### config.mk
export PLATFORM = sky130hd
export DESIGN_NAME = lcs_frame_seq_flat
export DESIGN_NICKNAME = d
export VERILOG_FILES = /design/src/rtl/lcs_frame_seq_if.sv /design/src/rtl/lcs_frame_seq.sv /design/src/flat_wrapper.sv
export SDC_FILE = /design/constraint.sdc
export NUM_CORES = 1
export LEC_CHECK = 0
export ABC_AREA = 1
export CORE_MARGIN = 10
export CORE_UTILIZATION = 39
export DETAILED_ROUTE_END_ITERATION = 8
export SLEW_MARGIN = 40
export SYNTH_ARGS = -nofsm -noshare
export SYNTH_HDL_FRONTEND = slang
export SYNTH_SLANG_ARGS = --single-unit
### constraint.sdc
create_clock -name clk -period 1.7 [get_ports clk]
set_input_delay 0.255 -clock clk [delete_from_list [all_inputs] [get_ports clk]]
set_output_delay 0.255 -clock clk [all_outputs]
set_load 0.1 [all_outputs]
### src/rtl/lcs_frame_seq_if.sv
// Bus between the LCS frame sequencer, the frame timer, the LCS answer
// block and the UART byte transmitter. The master side is the sequencer.
interface lcs_frame_seq_if;
    logic       start;
    logic       edgeTx;
    logic       ack;
    logic       txBusy;
    logic       req;
    logic [8:0] addrLCS;
    logic       txLoad;
    logic       busy;
    logic       frameDone;
    logic       errTimeout;
    logic [7:0] errCnt;

    modport master (
        input  start, edgeTx, ack, txBusy,
        output req, addrLCS, txLoad, busy, frameDone, errTimeout, errCnt
    );

    modport slave (
        output start, edgeTx, ack, txBusy,
        input  req, addrLCS, txLoad, busy, frameDone, errTimeout, errCnt
    );
endinterface

### src/rtl/lcs_frame_seq.sv
// LCS frame sequencer: walks word addresses 0..FRAME_WORDS-1 once per frame
// start, runs a four-phase req/ack handshake per word with the answer block,
// hands each acknowledged word to the UART, and reports ack timeouts.
module lcs_frame_seq #(
    parameter int FRAME_WORDS = 512,
    parameter int ACK_TIMEOUT = 255,
    parameter int GAP_EDGES   = 2
) (
    input  logic             clk,
    input  logic             rst,
    lcs_frame_seq_if.master  bus
);

    localparam logic [2:0] IDLE  = 3'd0;
    localparam logic [2:0] REQ   = 3'd1;
    localparam logic [2:0] ACKHI = 3'd2;
    localparam logic [2:0] LOAD  = 3'd3;
    localparam logic [2:0] GAP   = 3'd4;
    localparam logic [2:0] TOUT  = 3'd5;

    localparam logic [8:0] LAST_ADDR = 9'(FRAME_WORDS - 1);
    localparam logic [7:0] TO_LIMIT  = 8'(ACK_TIMEOUT);
    localparam logic [3:0] GAP_LIMIT = 4'(GAP_EDGES);

    logic [2:0] state;
    logic       ackMeta;
    logic       ackS;
    logic [7:0] toCnt;
    logic [3:0] gapCnt;
    logic       reqQ;
    logic [8:0] addrQ;
    logic       busyQ;
    logic       frameDoneQ;
    logic       errTimeoutQ;
    logic [7:0] errCntQ;

    logic toExpired;
    logic enterTout;
    logic gapDone;

    // The timeout counter restarts on entry to REQ and ACKHI, so reaching the
    // limit means the current wait state has lasted ACK_TIMEOUT+1 cycles.
    assign toExpired = (toCnt == TO_LIMIT);
    assign enterTout = toExpired && (((state == REQ) && !ackS) ||
                                     ((state == ACKHI) && ackS));
    // GAP holds one extra cycle after the last strobe so the registered
    // frameDone pulse appears while the state is still GAP.
    assign gapDone   = (gapCnt == GAP_LIMIT);

    assign bus.req        = reqQ;
    assign bus.addrLCS    = addrQ;
    assign bus.txLoad     = (state == LOAD) && !bus.txBusy;
    assign bus.busy       = busyQ;
    assign bus.frameDone  = frameDoneQ;
    assign bus.errTimeout = errTimeoutQ;
    assign bus.errCnt     = errCntQ;

    // Two-flop synchroniser for the asynchronous ack from the answer block.
    always_ff @(posedge clk) begin
        if (!rst) begin
            ackMeta <= 1'b0;
            ackS    <= 1'b0;
        end else begin
            ackMeta <= bus.ack;
            ackS    <= ackMeta;
        end
    end

    // Per-word handshake sequencing, address walk and frame bookkeeping.
    always_ff @(posedge clk) begin
        if (!rst) begin
            state      <= IDLE;
            reqQ       <= 1'b0;
            addrQ      <= 9'd0;
            busyQ      <= 1'b0;
            frameDoneQ <= 1'b0;
            toCnt      <= 8'd0;
            gapCnt     <= 4'd0;
        end else begin
            frameDoneQ <= 1'b0;
            case (state)
                IDLE: begin
                    if (bus.start) begin
                        addrQ <= 9'd0;
                        busyQ <= 1'b1;
                        reqQ  <= 1'b1;
                        toCnt <= 8'd0;
                        state <= REQ;
                    end
                end
                REQ: begin
                    if (ackS) begin
                        toCnt <= 8'd0;
                        state <= ACKHI;
                    end else if (toExpired) begin
                        reqQ  <= 1'b0;
                        state <= TOUT;
                    end else begin
                        toCnt <= toCnt + 8'd1;
                    end
                end
                ACKHI: begin
                    if (!ackS) begin
                        toCnt <= 8'd0;
                        state <= LOAD;
                    end else if (toExpired) begin
                        reqQ  <= 1'b0;
                        state <= TOUT;
                    end else begin
                        toCnt <= toCnt + 8'd1;
                    end
                end
                LOAD: begin
                    if (!bus.txBusy) begin
                        reqQ   <= 1'b0;
                        gapCnt <= 4'd0;
                        state  <= GAP;
                    end
                end
                TOUT: begin
                    gapCnt <= 4'd0;
                    state  <= GAP;
                end
                GAP: begin
                    if (gapDone) begin
                        if (addrQ == LAST_ADDR) begin
                            addrQ <= 9'd0;
                            state <= IDLE;
                        end else begin
                            addrQ <= addrQ + 9'd1;
                            reqQ  <= 1'b1;
                            toCnt <= 8'd0;
                            state <= REQ;
                        end
                    end else if (bus.edgeTx) begin
                        gapCnt <= gapCnt + 4'd1;
                        if ((addrQ == LAST_ADDR) && (gapCnt == GAP_LIMIT - 4'd1)) begin
                            busyQ      <= 1'b0;
                            frameDoneQ <= 1'b1;
                        end
                    end
                end
                default: begin
                    reqQ  <= 1'b0;
                    state <= IDLE;
                end
            endcase
        end
    end

    // Timeout reporting: one pulse per skipped word and a saturating tally.
    always_ff @(posedge clk) begin
        if (!rst) begin
            errTimeoutQ <= 1'b0;
            errCntQ     <= 8'd0;
        end else begin
            errTimeoutQ <= enterTout;
            if (enterTout && (errCntQ != 8'hFF)) begin
                errCntQ <= errCntQ + 8'd1;
            end
        end
    end

endmodule

### src/flat_wrapper.sv
// flat-port wrapper written by rule: the top's interface ports become plain ports
module lcs_frame_seq_flat 
#(
    parameter int FRAME_WORDS = 512,
    parameter int ACK_TIMEOUT = 255,
    parameter int GAP_EDGES   = 2
)
  (clk, rst, bus_start, bus_edgeTx, bus_ack, bus_txBusy, bus_req, bus_addrLCS, bus_txLoad, bus_busy, bus_frameDone, bus_errTimeout, bus_errCnt);
  lcs_frame_seq_if bus_i ();
  input  logic clk;
  input  logic rst;
  input wire logic [$bits(bus_i.start)-1:0] bus_start;
  input wire logic [$bits(bus_i.edgeTx)-1:0] bus_edgeTx;
  input wire logic [$bits(bus_i.ack)-1:0] bus_ack;
  input wire logic [$bits(bus_i.txBusy)-1:0] bus_txBusy;
  output wire logic [$bits(bus_i.req)-1:0] bus_req;
  output wire logic [$bits(bus_i.addrLCS)-1:0] bus_addrLCS;
  output wire logic [$bits(bus_i.txLoad)-1:0] bus_txLoad;
  output wire logic [$bits(bus_i.busy)-1:0] bus_busy;
  output wire logic [$bits(bus_i.frameDone)-1:0] bus_frameDone;
  output wire logic [$bits(bus_i.errTimeout)-1:0] bus_errTimeout;
  output wire logic [$bits(bus_i.errCnt)-1:0] bus_errCnt;
  assign bus_i.start = bus_start;
  assign bus_i.edgeTx = bus_edgeTx;
  assign bus_i.ack = bus_ack;
  assign bus_i.txBusy = bus_txBusy;
  assign bus_req = bus_i.req;
  assign bus_addrLCS = bus_i.addrLCS;
  assign bus_txLoad = bus_i.txLoad;
  assign bus_busy = bus_i.busy;
  assign bus_frameDone = bus_i.frameDone;
  assign bus_errTimeout = bus_i.errTimeout;
  assign bus_errCnt = bus_i.errCnt;
  lcs_frame_seq #(.FRAME_WORDS(FRAME_WORDS), .ACK_TIMEOUT(ACK_TIMEOUT), .GAP_EDGES(GAP_EDGES)) u_core (.clk(clk), .rst(rst), .bus(bus_i));
endmodule
==> run metrics <==
syn_area_per_cell 7.00 µm²; layout cells sized above 1 29.5%; largest net degree at the start of global routing 15; failing checks setup timing; GRT busiest layer met2; worst-path cell chain ha_4, nand3_2, nor2_1, inv_1, nor2_1, inv_1, nor2_1, ha_2, buf_4, o21ai_1, nand3_1, nor2_1, nand3_1, nand2_1, nor2_1; Adder-Cell Fraction of Synth Area 3.97%; final setup fails 4; later-pin clock latency in the skew report 300 ps; Num Clock Sinks 38; HP Class reg2reg; first-pass GRT wire length 9210 µm; GR Util met3 4.08%; CTS tree yes; nets@finish 371; Reg2Reg Capture Point u_core.bus.req$_SDFFE_PN0P_; synthesis-stage register bit count 38; commonest non-fill, non-tap cells in the layout 69 x nand2_1, 36 x nand3_1, 29 x nor2_1; post-synthesis mux area share 0%; maxcap violations 0; DRC viols 0; status finished with violations; critical path's top delay family simple AND/OR/NAND/NOR gates; Setup crit end kind register; Synth Cell Area 0.00220 mm²; ant diodes 0; most used cell along the critical path nor2_1; CP bufs+invs 3; Slowest cell on crit path dfxtp_4; number of buffers created by CTS 5; CTS hold repair buffers 0; crit share post-route 105%; Reg clk slew, reported paths 80 ps; fmax 0.559 GHz; area post-placement 0.00293 mm²; Synth Area in XOR/XNOR 3.18%; overall die width 95.2 µm; die height 95.2 µm; worst r2r src u_core.bus.addrLCS[1]$_SDFFE_PN0P_; Worst-Margin Slew 528 ps; worst reg-to-reg path cell count 15; I/O pin count 28; GPL Wtd Cong 0.836; CP Launch Type register; post-synthesis net count 328; Hold Vio Cnt, Final 0; largest family of logic cells by synthesized area simple AND/OR/NAND/NOR gates; vias in the first global route 2056; area of the core 0.00551 mm²; top cells by area, synth dfxtp_1 35%, nand2_1 13%, nand3_1 8.6%; Syn-to-layout area delta 41.2%; met1 Use GR 14.8%; H-tree Lvls 2; Final Cell Area 0.00311 mm²; Required @ worst endpoint 1890 ps; yosys synthesis warning count 0; dpl hpwl 3940 µm; Routed WL per cell 12.2 µm; final core occ 56.5%; vias per cell 4.98; Crit path depth 15; Worst Skew 9.02 ps; area of the multi-input gates 0.00135 mm²; Compound-Gate Fraction of Synth Area 11.5%; clock buffer depth 2; sequential area share after synthesis 34.5%; met2 global-route usage 20.7%; Min-Delay Endpoint u_core.ackS$_SDFF_PN0_; power density cells 870 mW/mm²; VDD IR max 0.000628 V; Root Driver clkbuf_8; Total Routing Usage GR 12.6%; internal reg-to-reg setup slack -90 ps; DR pass1 iterations 4; Filler cells 499; Unique masters post-synth 35; CP max stage delay 360 ps; register area 800 µm²; power after layout 2.71 mW; worst hold path startpoint u_core.ackMeta$_SDFF_PN0_; Setup Slack @ Placement -38.6 ps; cell count after synthesis 315; full die area 0.00906 mm²; WS Path Type reg2reg; simple-gate area share of the yosys netlist 39.3%; post-synth top area cell dfxtp_1; commonest non-fill, non-tap cell in the layout nand2_1; Yosys top cell area share 34.5%; fin crit period 1790 ps; remaining antenna violation count 0; Fin Hold WS 416 ps; max-slew violations 0; Starting Density 40.0%; Static Leakage 1.29 nW; initial antenna violation count 0; Slew Limit Headroom 64.8%; RSZ-0062 raised after global routing yes; Iter 0 DRT Violations 75; PortBufs 27; Worst Hold Depth 2; grt total ovfl 0; row count 27; Final WS setup -88.6 ps; Crit Path Max Fanout 4; vias 2145; Arr. time, crit path 1980 ps; Post-Route WL 5270 µm
-- tightest hold or removal path: stages, from the launching register on --
cell and delay [ps]:
dfxtp_1 310, nand2_1 50, inv_1 40
-- registers in the layout, summed over array words and instances, names as in the netlist --
signal and cells:
u_core.ackMeta 1, u_core.ackS 1, u_core.bus.addrLCS 9, u_core.bus.busy 1
u_core.bus.errCnt 8, u_core.bus.errTimeout 1, u_core.bus.frameDone 1, u_core.bus.req 1
u_core.gapCnt 4, u_core.state 3, u_core.toCnt 8
-- cell families after synthesis --
kind of cell / count (synthesis)
xor+xnor: 8
simple gates: 176
buf+inv: 41
compound gates: 45
fa+ha+maj: 7
flops: 38
-- worst max-delay path by stage --
stage                                       start                            endpoint  slack, ps
2_1_floorplan  u_core.bus.addrLCS[1]$_SDFFE_PN0P_  u_core.bus.addrLCS[3]$_SDFFE_PN0P_       -190
3_3_place_gp   u_core.bus.addrLCS[1]$_SDFFE_PN0P_  u_core.bus.addrLCS[3]$_SDFFE_PN0P_         -2
3_5_place_dp   u_core.bus.addrLCS[1]$_SDFFE_PN0P_        u_core.toCnt[5]$_SDFFE_PN0P_        -40
4_1_cts        u_core.bus.addrLCS[1]$_SDFFE_PN0P_        u_core.toCnt[7]$_SDFFE_PN0P_        -70
5_1_grt        u_core.bus.addrLCS[1]$_SDFFE_PN0P_        u_core.toCnt[5]$_SDFFE_PN0P_       -260
6_report       u_core.bus.addrLCS[1]$_SDFFE_PN0P_         u_core.bus.req$_SDFFE_PN0P_        -90
-- routing by layer --
layer | share of wire [%] | vias to the layer above
met5 | 0 | -
met4 | 1.9 | 0
met3 | 5.7 | 9
met2 | 47 | 35
met1 | 45 | 972
li1 | - | 1129
-- metrics by stage --
step                      instances  setup TNS [ps]
after floorplan                 315           -2480
after global placement          421           -2.49
after detailed placement        421            -179
after CTS                       430            -390
after global routing            431           -3230
final                           431            -136
-- synth_stat cells --
master    number
nor2_4         2
nand3_1       38
nand2_2        1
a41oi_1        1
nand2_1       77
buf_6          1
a31oi_1        4
buf_2          1
nand3_4        1
nor3_2         1
o22ai_1        1
inv_2          4
dfxtp_1       38
nor2_1        32
xnor2_1        2
inv_1         28
o21ai_2        2
nand2_4        4
a21o_1         2
or2_0          1
nand3b_1       2
xor2_1         6
o21ai_0        9
nor2_2         3
ha_1           7
nand2_8        1
a21oi_1       24
nand3_2        1
clkbuf_1       5
o211ai_1       1
nor3_1         6
nand4_1        4
o21bai_1       1
inv_4          2
nor2_8         2
-- repair_timing --
action                                 CTS  global route
endpoints found under the hold margin    0             0
gates resized for setup                  6             6
pin swaps                                8             4
buffers inserted                         1             1
setup endpoints to repair               13            24
-- cell type report --
cell class,instances,area share [%]
well taps,72,2.89
multi-input cells,236,43.2
clock buffers,5,2.21
inverters,34,4.34
repair buffers,43,19.6
clock inverters,3,2.05
flip-flops and latches,38,25.7
-- report_power, final --
part	total (mW)	leakage [nW]	internal, mW	switching (mW)
clock	0.917	0.0658	0.581	0.336
sequential	0.983	0.319	0.935	0.0488
combinational	0.807	0.905	0.278	0.529
(Power assumes the default switching activity.)
